**src/rtl/char_feature_extract.sv**
```systemverilog
// char_feature_extract: majority-votes one binarized character bounding box
// into a 5-column x 8-row grid and emits the 40-bit feature vector.
// Pipeline: pixel inputs registered (stage 1), votes/indices updated (stage 2),
// result published from the DONE state one cycle later.
module char_feature_extract #(
  parameter int CNT_W   = 12,
  parameter int COORD_W = 12
) (
  input  logic               pixelclk,
  input  logic               reset_n,
  input  logic               vs,
  input  logic               de,
  input  logic [COORD_W-1:0] x,
  input  logic [COORD_W-1:0] y,
  input  logic               bin,
  input  logic [COORD_W-1:0] x_min,
  input  logic [COORD_W-1:0] x_max,
  input  logic [COORD_W-1:0] y_min,
  input  logic [COORD_W-1:0] y_max,
  output logic [39:0]        char,
  output logic               char_valid,
  output logic               box_err
);

  typedef enum logic [1:0] {IDLE, ACCUM, DONE} state_t;

  // One extra bit so box widths and step accumulators never wrap.
  localparam int ACC_W = COORD_W + 1;
  localparam logic [CNT_W-1:0] CNT_MAX = {1'b0, {(CNT_W-1){1'b1}}};
  localparam logic [CNT_W-1:0] CNT_MIN = {1'b1, {(CNT_W-2){1'b0}}, 1'b1};

  state_t state_q, state_d;

  logic               vs_q, vs_d, vs_prev_q, vs_prev_d;
  logic               de_q, de_d, bin_q, bin_d;
  logic [COORD_W-1:0] x_q, x_d, y_q, y_d;
  logic [COORD_W-1:0] x_min_q, x_min_d, x_max_q, x_max_d;
  logic [COORD_W-1:0] y_min_q, y_min_d, y_max_q, y_max_d;
  logic [ACC_W-1:0]   w_q, w_d, h_q, h_d;
  logic [ACC_W-1:0]   col_acc_q, col_acc_d, row_acc_q, row_acc_d;
  logic [2:0]         col_q, col_d, row_q, row_d;
  logic [CNT_W-1:0]   cnt_q [40];
  logic [CNT_W-1:0]   cnt_d [40];
  logic [39:0]        char_q, char_d;
  logic               char_valid_q, char_valid_d, box_err_q, box_err_d;

  logic               vs_rise, box_bad, in_box, at_x_min, at_x_max, last_pix;
  logic               accum_en, emit;
  logic [ACC_W-1:0]   w_new, h_new, col_acc_sum, row_acc_sum;
  logic [2:0]         col_sel;
  logic [5:0]         cell_idx;

  // vs edge from the registered copy; box checks use the live box inputs,
  // which are only captured on that edge.
  assign vs_rise  = vs_q & ~vs_prev_q;
  assign w_new    = ACC_W'(x_max) - ACC_W'(x_min) + ACC_W'(1);
  assign h_new    = ACC_W'(y_max) - ACC_W'(y_min) + ACC_W'(1);
  assign box_bad  = (x_max < x_min) | (y_max < y_min) |
                    (w_new < ACC_W'(5)) | (h_new < ACC_W'(8));

  // Stage-2 pixel classification against the latched box.
  assign in_box   = de_q & (x_q >= x_min_q) & (x_q <= x_max_q) &
                    (y_q >= y_min_q) & (y_q <= y_max_q);
  assign at_x_min = (x_q == x_min_q);
  assign at_x_max = (x_q == x_max_q);
  assign last_pix = in_box & at_x_max & (y_q == y_max_q);

  // Column restarts at the left edge of every row; rows only advance at x_max.
  assign col_sel     = at_x_min ? 3'd0 : col_q;
  assign col_acc_sum = (at_x_min ? '0 : col_acc_q) + ACC_W'(5);
  assign row_acc_sum = row_acc_q + ACC_W'(8);
  assign cell_idx    = 6'(row_q) * 6'd5 + 6'(col_sel);

  // FSM state register.
  always_ff @(posedge pixelclk or negedge reset_n) begin
    // NOTE: sequential state uses non-blocking assignments so every flop
    // samples the pre-edge value of its inputs regardless of block order.
    if (!reset_n) state_q <= IDLE;
    else          state_q <= state_d;
  end

  // FSM next state: a vs edge wins over everything, including the final pixel.
  always_comb begin
    // NOTE: every comb output gets a default first so no path infers a latch.
    state_d = state_q;
    if (vs_rise) begin
      state_d = box_bad ? IDLE : ACCUM;
    end else begin
      case (state_q)
        ACCUM:   if (last_pix) state_d = DONE;
        DONE:    state_d = IDLE;
        default: state_d = state_q;
      endcase
    end
  end

  // FSM outputs: enable voting in ACCUM, publish the vector in DONE.
  always_comb begin
    accum_en = 1'b0;
    emit     = 1'b0;
    case (state_q)
      ACCUM:   accum_en = ~vs_rise;
      DONE:    emit     = 1'b1;
      default: ;
    endcase
  end

  // Stage 1: register the pixel stream and vs.
  always_comb begin
    vs_d      = vs;
    vs_prev_d = vs_q;
    de_d      = de;
    x_d       = x;
    y_d       = y;
    bin_d     = bin;
  end

  // Stage 2: box latch, vote counters, Bresenham row/col stepping, result.
  always_comb begin
    x_min_d      = x_min_q;
    x_max_d      = x_max_q;
    y_min_d      = y_min_q;
    y_max_d      = y_max_q;
    w_d          = w_q;
    h_d          = h_q;
    col_d        = col_q;
    row_d        = row_q;
    col_acc_d    = col_acc_q;
    row_acc_d    = row_acc_q;
    cnt_d        = cnt_q;
    char_d       = char_q;
    char_valid_d = 1'b0;
    box_err_d    = 1'b0;

    if (vs_rise) begin
      x_min_d   = x_min;
      x_max_d   = x_max;
      y_min_d   = y_min;
      y_max_d   = y_max;
      w_d       = w_new;
      h_d       = h_new;
      col_d     = '0;
      row_d     = '0;
      col_acc_d = '0;
      row_acc_d = '0;
      for (int i = 0; i < 40; i++) cnt_d[i] = '0;
      box_err_d = box_bad;
    end else if (accum_en && in_box) begin
      if (bin_q) begin
        if (cnt_q[cell_idx] != CNT_MAX) cnt_d[cell_idx] = cnt_q[cell_idx] + 1'b1;
      end else begin
        if (cnt_q[cell_idx] != CNT_MIN) cnt_d[cell_idx] = cnt_q[cell_idx] - 1'b1;
      end

      if (col_acc_sum >= w_q) begin
        col_acc_d = col_acc_sum - w_q;
        col_d     = (col_sel == 3'd4) ? 3'd4 : col_sel + 3'd1;
      end else begin
        col_acc_d = col_acc_sum;
        col_d     = col_sel;
      end

      if (at_x_max) begin
        if (row_acc_sum >= h_q) begin
          row_acc_d = row_acc_sum - h_q;
          row_d     = (row_q == 3'd7) ? 3'd7 : row_q + 3'd1;
        end else begin
          row_acc_d = row_acc_sum;
        end
      end
    end

    // Strictly positive vote sets the bit; a tie resolves to 0.
    if (emit) begin
      for (int i = 0; i < 40; i++)
        char_d[39-i] = ~cnt_q[i][CNT_W-1] & (|cnt_q[i]);
      char_valid_d = 1'b1;
    end
  end

  // Pipeline, box and datapath registers.
  always_ff @(posedge pixelclk or negedge reset_n) begin
    if (!reset_n) begin
      vs_q         <= 1'b0;
      vs_prev_q    <= 1'b0;
      de_q         <= 1'b0;
      x_q          <= '0;
      y_q          <= '0;
      bin_q        <= 1'b0;
      x_min_q      <= '0;
      x_max_q      <= '0;
      y_min_q      <= '0;
      y_max_q      <= '0;
      w_q          <= '0;
      h_q          <= '0;
      col_q        <= '0;
      row_q        <= '0;
      col_acc_q    <= '0;
      row_acc_q    <= '0;
      // NOTE: the vote array is reset explicitly; it is a register file with
      // a defined power-up value, not a RAM that may be left uninitialised.
      for (int i = 0; i < 40; i++) cnt_q[i] <= '0;
      char_q       <= '0;
      char_valid_q <= 1'b0;
      box_err_q    <= 1'b0;
    end else begin
      vs_q         <= vs_d;
      vs_prev_q    <= vs_prev_d;
      de_q         <= de_d;
      x_q          <= x_d;
      y_q          <= y_d;
      bin_q        <= bin_d;
      x_min_q      <= x_min_d;
      x_max_q      <= x_max_d;
      y_min_q      <= y_min_d;
      y_max_q      <= y_max_d;
      w_q          <= w_d;
      h_q          <= h_d;
      col_q        <= col_d;
      row_q        <= row_d;
      col_acc_q    <= col_acc_d;
      row_acc_q    <= row_acc_d;
      cnt_q        <= cnt_d;
      char_q       <= char_d;
      char_valid_q <= char_valid_d;
      box_err_q    <= box_err_d;
    end
  end

  assign char       = char_q;
  assign char_valid = char_valid_q;
  assign box_err    = box_err_q;

endmodule
```
**config.mk**
```make
export PLATFORM = sky130hd
export DESIGN_NAME = char_feature_extract
export DESIGN_NICKNAME = d
export VERILOG_FILES = /design/src/rtl/char_feature_extract.sv
export SDC_FILE = /design/constraint.sdc
export NUM_CORES = 1
export LEC_CHECK = 0
export ABC_AREA = 1
export CAP_MARGIN = 15
export CORE_ASPECT_RATIO = 1.5
export CORE_UTILIZATION = 50
export DETAILED_ROUTE_END_ITERATION = 16
export GPL_TIMING_DRIVEN = 0
export PLACE_DENSITY = 0.67
export SLEW_MARGIN = 20
export SYNTH_ARGS = -nofsm -noshare
export SYNTH_HDL_FRONTEND = slang
export SYNTH_SLANG_ARGS = --single-unit
export TNS_END_PERCENT = 50
```
**constraint.sdc**
```tcl
create_clock -name pixelclk -period 9.38 [get_ports pixelclk]
set_input_delay 0.938 -clock pixelclk [delete_from_list [all_inputs] [get_ports pixelclk]]
set_output_delay 0.938 -clock pixelclk [all_outputs]
set_load 0.02 [all_outputs]
```
Word level (Yosys, flattened, before mapping)
Cells that the tools add are included.
{"block": "totals", "register_bits": 658, "inputBits": 77, "output_inout_bits": 42}
{"block": "classes", "n_reduce_logical": 51, "addsub": 13, "n_bitwise": 93, "n_mul": 1, "magnitude_cmp": 12, "n_mux": 38, "n_eq_ne": 11}
{"cell": "$mux W480", "n": 5}
{"cell": "$bwmux W480", "n": 2}
{"cell": "$reduce_or A12 Y1", "n": 40}
{"cell": "$mux W13", "n": 8}
{"cell": "$bmux W12 S6", "n": 1}
{"cell": "$demux W12 S6", "n": 1}
{"cell": "$and A1 B1 Y1", "n": 47}
{"cell": "$not A1 Y1", "n": 42}
{"cell": "$eq A12 B12 Y1", "n": 3}
{"cell": "$mux W12", "n": 3}
{"cell": "$mux W3", "n": 10}
{"cell": "$add A13 B1 Y13 const B", "n": 2}
{"cell": "$ge A13 B13 Y1", "n": 2}
{"cell": "$sub A12 B12 Y13", "n": 2}
{"cell": "$sub A13 B13 Y13", "n": 2}
{"cell": "$ge A12 B12 Y1", "n": 2}
{"cell": "$le A12 B12 Y1", "n": 2}
{"cell": "$lt A12 B12 Y1", "n": 2}
{"cell": "$add A13 B3 Y13 const B", "n": 1}
{"cell": "$add A13 B4 Y13 const B", "n": 1}
{"cell": "$lt A13 B3 Y1 const B", "n": 1}
{"cell": "$lt A13 B4 Y1 const B", "n": 1}
{"cell": "$add A12 B1 Y12 const B", "n": 1}
{"cell": "$ne A12 B11 Y1 const B", "n": 1}
{"cell": "other kinds (22)", "n": 37}

Logic depth before layout (Yosys ltp)
Gate-level depths: netlist of run 1.
{"block": "depth", "ltp_word": 13, "ltp_mapped": 39, "mapped_depth_nobuf": 33}

Worst setup path after synthesis of run 1
No wires, ideal clock.
{"block": "synth_path", "path_type": "register to register", "start": "register x_q[11]", "end": "register cnt_q[106] in the netlist's numbering", "synth_period_minus_slack_ns": 5.713, "setup_ns": 0.123, "slack_ns": 3.667, "path_buffers": 7, "arrival_time_ns": 5.589, "stages_incl_launch_ff": 33, "cell_sequence": "dfrtp_1 -> ha_1 -> nand2_1 -> nor2_4 -> nand3_2 -> clkbuf_1 -> clkbuf_1 -> nand2_1 -> xor2_1 -> inv_1 -> ha_1 -> fa_1 -> nor2_2 -> clkbuf_1 -> buf_2 -> nand3_1 -> o211a_1 -> nand3_1 -> a21oi_1 -> nor2_4 -> clkbuf_1 -> ha_1 -> nand4_1 -> nor2_1 -> nand2_1 -> clkinv_1 -> nand2_1 -> nand2_1 -> nand2_1 -> nand2_1 -> buf_2 -> buf_2 -> o21ai_1"}
{"block": "synth_via", "elab_chain_len": 13, "word_cells_on_any_way": 34}
{"item": "start: declaration", "line_no": "36", "source": "logic [COORD_W-1:0] x_q, x_d, y_q, y_d;"}
{"item": "start signal: assignment", "line_no": "187", "source": "x_q <= '0;"}
{"item": "start signal: assignment", "line_no": "210", "source": "x_q <= x_d;"}
{"item": "$eq A12 B12 Y1", "line_no": "64", "source": "assign at_x_min = (x_q == x_min_q);"}
{"item": "$mux W3", "line_no": "69", "source": "assign col_sel = at_x_min ? 3'd0 : col_q;"}
{"item": "$add A6 B3 Y6", "line_no": "72", "source": "assign cell_idx = 6'(row_q) * 6'd5 + 6'(col_sel);"}
{"item": "$not A6 Y7 (implied by the code)", "line_no": "150, 152"}
{"item": "$bmux W12 S6, or another cell as far along", "line_no": "150, 152"}
{"item": "$mux W12 (implied by the code) or $logic_and A1 B1 Y1 (tied branches)", "line_no": "150, 152"}
{"item": "$mux W12 (implied by the code)", "line_no": "150, 152"}
{"item": "$sub A12 B1 Y12, or another cell as far along", "line_no": "152", "source": "if (cnt_q[cell_idx] != CNT_MIN) cnt_d[cell_idx] = cnt_q[cell_idx] - 1'b1;"}
{"item": "$bwmux W480 (on tied branches)", "line_no": "152, 150"}
{"item": "$mux W480 (on tied branches)", "line_no": "152, 150"}
{"item": "$mux W480", "line_no": "149", "source": "if (bin_q) begin"}
{"item": "$mux W480", "line_no": "148", "source": "end else if (accum_en && in_box) begin"}
{"item": "$mux W480", "line_no": "135", "source": "if (vs_rise) begin"}
{"item": "end signal: assignment", "line_no": "223", "source": "cnt_q <= cnt_d;"}
{"item": "end: declaration", "line_no": "42", "source": "logic [CNT_W-1:0] cnt_q [40];"}
Parallel ways exist; a longest one is shown, timed or not. The select of a mux whose other input is x is not followed.
A chain may end at the register's enable or synchronous reset.

Final worst setup path of run 1
{"block": "layout_path", "start": "register x_q[11]", "end": "register cnt_q[20] in the netlist's numbering"}
Same word-level chain as after synthesis.

==> reports/qor.yml, run 1 <==
sta:
  finalHoldViolCount: 0
  hold_slack_ns: 0.225
  period_share: 0.981
  finalSetupViolCount: 0
  finClkSkew_ns: 0.0241
  fmax_ghz: 0.109
  worstMarginPinSlew_ns: 1.30
  relSlewSlack: 0.136
  drv_slew: 0
  period_needed_ns: 9.20
  rsz0062_at_grt: "false"
logic_synthesis:
  netlist_top_cells_area: "dfrtp_1 45%, nand2_1 15%, nand3_1 5.3%"
  syn_nets: 5071
  synthFlopType: "dfrtp_1"
  ys_seq_elements: 658
  synth-simple-area-share: 0.297
  syn_area_mm2: 0.0370
  seq_area_frac_synth: 0.445
  async_flop_share: 1.00
  postSynthAreaPerCell_um2: 7.64
  syn_inst: 4843
  yosysMostFrequentCell: "nand2_1"
  synth_common_cells: "1447 x nand2_1, 658 x dfrtp_1, 454 x inv_1"
  ys_types: 58
  synth_xor_area_frac: 0.0156
  synth-adder-area-share: 0.0541
  synth_top_family_by_area: "simple AND/OR/NAND/NOR gates"
  synth_edf_count: 0
  synth_top_area_cell: "dfrtp_1"
  synth_compound_area_frac: 0.104
  synth_top_area_share: 0.445
  synthMuxAreaShare: 0.00423
  yosys_warnings: 0
routing:
  dr_wl_met3_um: 16100
  routed_via_density: 6.01
  vias: 36500
  top_layer: "met5"
  drt_wl_total_um: 165000
  drc: 0
  drt-met1-wl_um: 55200
  ant_nets: 0
  drt_iter0_drc: 4236
  wl_per_cell_um: 27.2
  met2_length_um: 75600
  first_pass_iters: 6
setup_path:
  crit_path_start_kind: "flip-flop"
  ff2ff_path_depth: 36
  max_stage_delay_ns: 0.82
  reg2reg_slack_ns: 0.18
  r2r-end: "cnt_q[20]"
  cp_max_fo: 11
  slowest_stage: "clkdlybuf4s15_1"
  crit_start: "x_q[11]"
  timing.critical_path.mode_cell: "nand2_1"
  crit_type: "reg2reg"
  r2r_start: "x_q[11]"
  cp-end-kind: "flip-flop"
  required_ns: 9.96
  cp.arrival_ns: 9.78
clock_tree:
  cts_hold_buf: 0
  cts_setup_buffers: 0
  clockBufferDepth: 3
  clock-root-buffer: "clkbuf_16"
  cts.clk_slew.worst_paths_ns: 0.06
  numClockSinks: 658
  cts_tree: "yes"
  cts_buffers: 69
  clock_latency_ns: 0.65
  htree_levels: 3
power_and_ir_drop:
  p_leak_nw: 20.7
  fin_total_pwr_mw: 7.53
  vdd_drop_max_v: 0.000160
  power.density_mw_per_mm2: 179
placed_design:
  port_buffers: 118
  gp_congestion: 1.08
  place_area_mm2: 0.0397
  hpwl_um: 120000
grt:
  grt-ovfl-total: 0
  antenna_found_initial: 6
  grt_pass1_vias: 36000
  grt_util_all_layers: 0.444
  grt_pass1_wl_um: 237000
  grt_max_degree: 99
hold_path:
  hp-class: "in2async"
outcome:
  status: "finished clean"
floorplanning:
  dieArea_mm2: 0.0751
  fp.dieW_um: 224
  io_pins: 119
  core_mm2: 0.0728
  start_util: 0.508
  row_count: 121
  fp.dieH_um: 335
cells_and_area:
  drive_above_1_share: 0.0684
  fin_nets: 5269
  final_area_mm2: 0.0420
  filler_cell_count: 7039
  syn2layout_area_growth_pct: 13.5
flow_run:
  drv_cap: 0
-- per-layer routing --
layer  global-route usage  up-vias
met3                0.124      805
met5                    0        -
met2                0.711     2066
met4                0.416        4
met1                0.471    17400
li1                     -    16200
-- critical path, delay by kind of cell (launching register included) --
| family | cells | cell delay [ns] |
|---|---|---|
| buffers and inverters | 9 | 3.51 |
| xor gates and xnor gates | 1 | 0.17 |
| DFF | 1 | 0.40 |
| and+or+nand+nor | 22 | 3.47 |
| adders and majority gates | 4 | 1.52 |
-- how the worst max path moves through the flow --
stage / to / slack, ns
floorplan: cnt_q[106] / 3.67
global placement: cnt_q[329] / -22.83
detailed placement: cnt_q[20] / -0.17
CTS: cnt_q[20] / 0.12
global route: cnt_q[10] / 0.11
finish: cnt_q[20] / 0.18
-- cells by family (layout without fill, tap and decap cells) --
| logic type | count (synthesis) | after routing |
|---|---|---|
| buffers and inverters | 716 | 964 |
| AOI/OAI and AO/OA | 709 | 709 |
| adders and majority gates | 151 | 151 |
| and+or+nand+nor | 2530 | 2530 |
| muxes | 14 | 14 |
| other | 0 | 1 |
| DFF | 658 | 658 |
| xor gates and xnor gates | 65 | 65 |
-- placed cells by master, fill, tap and decap left out, drive strengths merged, types with 2 or more instances in the layout --
cell type / synthesis / layout
nand2: 1459 / 1459
dfrtp: 658 / 658
o21ai: 512 / 512
inv: 466 / 468
nor2: 432 / 432
nand3: 394 / 394
clkbuf: 97 / 191
buf: 149 / 160
ha: 136 / 136
clkdlybuf4s50: 0 / 117
nand4: 107 / 107
nor4: 103 / 103
a21oi: 84 / 84
xor2: 54 / 54
o22ai: 34 / 34
clkinv: 4 / 18
nor3: 17 / 17
fa: 15 / 15
a41oi: 13 / 13
mux2: 13 / 13
o41ai: 12 / 12
xnor2: 11 / 11
nand3b: 9 / 9
o21bai: 9 / 9
a21o: 7 / 7
a31oi: 6 / 6
o211ai: 6 / 6
o31ai: 5 / 5
bufinv: 0 / 5
or2: 5 / 5
a32o: 4 / 4
o2111ai: 3 / 3
o21a: 3 / 3
a211oi: 3 / 3
clkinvlp: 0 / 3
o31a: 2 / 2
and3: 2 / 2
o221ai: 2 / 2
clkdlybuf4s15: 0 / 2
-- metrics by stage --
| step | setup slack [ns] | util | cells | TNS (ns) |
|---|---|---|---|---|
| after floorplan | 3.67 | - | 4843 | 0 |
| after global placement | -22.83 | 0.541 | 5945 | - |
| after detailed placement | -0.166 | 0.545 | 5954 | -3.54 |
| after CTS | 0.118 | 0.576 | 6075 | 0 |
| after global routing | 0.113 | 0.576 | 6075 | 0 |
| final | 0.177 | 0.576 | 6076 | 0 |
-- where the power goes --
part           switching [mW]  internal [mW]  leakage [nW]
logic                    1.33          0.374          10.5
clock network            1.23           1.63          1.12
registers              0.0463           2.92          8.99
-- state kept, by name, indices dropped and copies added (netlist names), 2 cells and up --
signal     flops
char          40
cnt_q        480
col_acc_q     13
col_q          3
h_q           13
row_acc_q     13
row_q          3
state_q        2
w_q           13
x_max_q       12
x_min_q       12
x_q           12
y_max_q       12
y_min_q       12
y_q           12
-- timing repair --
| item | 4_1_cts | 5_1_grt |
|---|---|---|
| gates cloned | 0 | 0 |
| endpoints found under the setup margin | 69 | 122 |
| endpoints found under the hold margin | 0 | 0 |
| gates resized for setup | 1 | 11 |
-- area by class of cell --
class | instances | area (um2) | area share
diodes | 1 | 2.50 | 0.0000596
plain buffers | 246 | 1230 | 0.0293
clock buffers | 97 | 2000 | 0.0478
clock inverters | 24 | 283 | 0.00674
inverters | 470 | 1760 | 0.0420
multi-input cells | 3469 | 17600 | 0.418
flip-flops and latches | 658 | 16500 | 0.392
well taps | 984 | 1230 | 0.0293
repair buffers | 127 | 1430 | 0.0340
Note: power is estimated with default switching activity, not from simulation.
==> inputs of run 2 (changes only) <==
GPL_TIMING_DRIVEN = not set   (was 0)
==> reports/qor.yml, run 2 (synthesis results as in run 1) <==
sta:
  drv_slew: 0  # unchanged
  period_share: 0.811  # was 0.981
  period_needed_ns: 7.61  # was 9.20 ns
  rsz0062_at_grt: "false"  # unchanged
  fin_setup_tns_ns: 0  # unchanged
  hold_slack_ns: 0.253  # was 0.225 ns
  worstMarginPinSlew_ns: 1.11  # was 1.30 ns
  fmax_ghz: 0.131  # was 0.109 GHz
  finalHoldViolCount: 0  # unchanged
  relSlewSlack: 0.258  # was 0.136
  finalSetupViolCount: 0  # unchanged
  finClkSkew_ns: 0.0320  # was 0.0241 ns
setup_path:
  ff2ff_path_depth: 26  # was 36
  reg2reg_slack_ns: 1.77  # was 0.18 ns
  crit_start: "x_q[3]"  # was x_q[11]
  slowest_stage: "nand4_4"  # was clkdlybuf4s15_1
  crit_end: "cnt_q[143]"  # was cnt_q[20]
  cp_max_fo: 40  # was 11
  crit_path_start_kind: "flip-flop"  # unchanged
  cp-end-kind: "flip-flop"  # unchanged
  required_ns: 9.88  # was 9.96 ns
  path_delay_family: "simple AND/OR/NAND/NOR gates"  # was buffers and inverters
  r2r_start: "x_q[3]"  # was x_q[11]
  max_stage_delay_ns: 0.66  # was 0.82 ns
  cp.arrival_ns: 8.11  # was 9.78 ns
  path_buf_inv: 5  # was 9
  crit_type: "reg2reg"  # unchanged
  crit_cells: 26  # was 36
  r2r-end: "cnt_q[143]"  # was cnt_q[20]
placed_design:
  dp_cells: 5761  # was 5954
  hpwl_um: 91800  # was 120000 um
  place_area_mm2: 0.0389  # was 0.0397 mm2
  gp_congestion: 1.02  # was 1.08
  port_buffers: 118  # unchanged
flow_run:
  drv_cap: 0  # unchanged
power_and_ir_drop:
  p_leak_nw: 20.2  # was 20.7 nW
  power.density_mw_per_mm2: 180  # was 179 mW/mm2
  vdd_drop_max_v: 0.000132  # was 0.000160 V
grt:
  grt_util_all_layers: 0.356  # was 0.444
  antenna_found_initial: 2  # was 6
  grt_pass1_vias: 34400  # was 36000
  grt_pass1_wl_um: 202000  # was 237000 um
  grt_max_degree: 159  # was 99
  grt-ovfl-total: 0  # unchanged
hold_path:
  hp-class: "in2async"  # unchanged
routing:
  routed_via_density: 5.86  # was 6.01
  wl_per_cell_um: 22.5  # was 27.2 um
  ant_nets: 0  # unchanged
  vias: 34500  # was 36500
  drt_wl_total_um: 132000  # was 165000 um
  first_pass_iters: 8  # was 6
  drc: 0  # unchanged
  drt_iter0_drc: 3574  # was 4236
clock_tree:
  cts_setup_buffers: 0  # unchanged
  clockBufferDepth: 3  # unchanged
  cts.clk_slew.worst_paths_ns: 0.06  # about the same
  clock_latency_ns: 0.64  # was 0.65 ns
  cts_buffers: 69  # unchanged
  clock-root-buffer: "clkbuf_16"  # unchanged
  cts_tree: "yes"  # unchanged
  numClockSinks: 658  # unchanged
  htree_levels: 3  # unchanged
  post_cts_resized: 0  # was 1
  cts_hold_buf: 0  # unchanged
floorplanning:
  start_util: 0.508  # unchanged
  dieArea_mm2: 0.0751  # unchanged
  row_count: 121  # unchanged
  fp.dieH_um: 335  # unchanged
  core_mm2: 0.0728  # unchanged
  io_pins: 119  # unchanged
  fp.dieW_um: 224  # unchanged
outcome:
  status: "finished clean"  # unchanged
cells_and_area:
  final_common_cell: "nand2_1"  # unchanged
  syn2layout_area_growth_pct: 11.3  # was 13.5%
  final_cells: 5881  # was 6076
  layout_common_cells: "1440 x nand2_1, 657 x dfrtp_1, 453 x inv_1, 413 x nor2_1, 386 x nand3_1"  # was 1447 x nand2_1, 658 x dfrtp_1, 454 x inv_1, 416 x nor2_1, 388 x nand3_1
  seq_area_mm2: 0.0165  # about the same
  fin_nets: 5077  # was 5269
  drive_above_1_share: 0.0551  # was 0.0684
  largest_register_ffs: 480  # unchanged
  multi_input_area_mm2: 0.0177  # was 0.0176 mm2
  filler_cell_count: 6895  # was 7039
  final_core_util: 0.565  # was 0.576
  final_area_mm2: 0.0412  # was 0.0420 mm2
  top_register: "cnt_q"  # unchanged
run 2: cell count changes in the layout (fill, tap and decap cells not counted), sizes merged:
cell           change
clkinv             -5
clkbuf            -92
buf               -96
inv                -1
bufinv             +1
clkdlybuf4s15      -2
run 2: worst min path at each step:
stage / startpoint / end / slack (ns) / depth (start not counted)
after CTS: reset_n / y_q[7] / 0.28 / 1
after detailed placement: vs_prev_d / vs_prev_q / 0.38 / 0
after floorplan: vs_prev_d / vs_prev_q / 0.35 / 0
after global routing: reset_n / y_q[7] / 0.31 / 1
final: reset_n / y_q[7] / 0.25 / 1
after global placement: vs_prev_d / vs_prev_q / 0.36 / 0
run 2: metal layers:
metal | vias to the layer above | GRT usage | part of all wire | wire length [um]
li1 | 15800 | - | - | -
met1 | 16400 | 0.399 | 0.35 | 46600
met4 | 2 | 0.263 | 0.081 | 10700
met5 | - | 0 | 0.00011 | 14
met2 | 1665 | 0.607 | 0.49 | 64600
met3 | 537 | 0.0605 | 0.078 | 10400
run 2: stage by stage:
stage	power (mW)	worst slack [ns]
2_1_floorplan	3.85	3.67
3_3_place_gp	4.58	2.16
3_5_place_dp	4.58	2.10
4_1_cts	7.41	2.06
5_1_grt	7.66	1.56
6_report	7.43	1.77
run 2: power by group:
group          leakage (nW)  internal (mW)  switching [mW]
clock                  1.11           1.66            1.18
combinational          10.1          0.380            1.24
sequential             8.99           2.92          0.0414
run 2: cell type report:
| cell class | count | share of cell area |
|---|---|---|
| diodes | 1 | 0.0000608 |
| clock buffers | 99 | 0.0492 |
| clock inverters | 19 | 0.00623 |
| inverters | 470 | 0.0429 |
| multi-input cells | 3469 | 0.429 |
| flip-flops and latches | 658 | 0.400 |
| well taps | 984 | 0.0299 |
| repair buffers | 181 | 0.0424 |
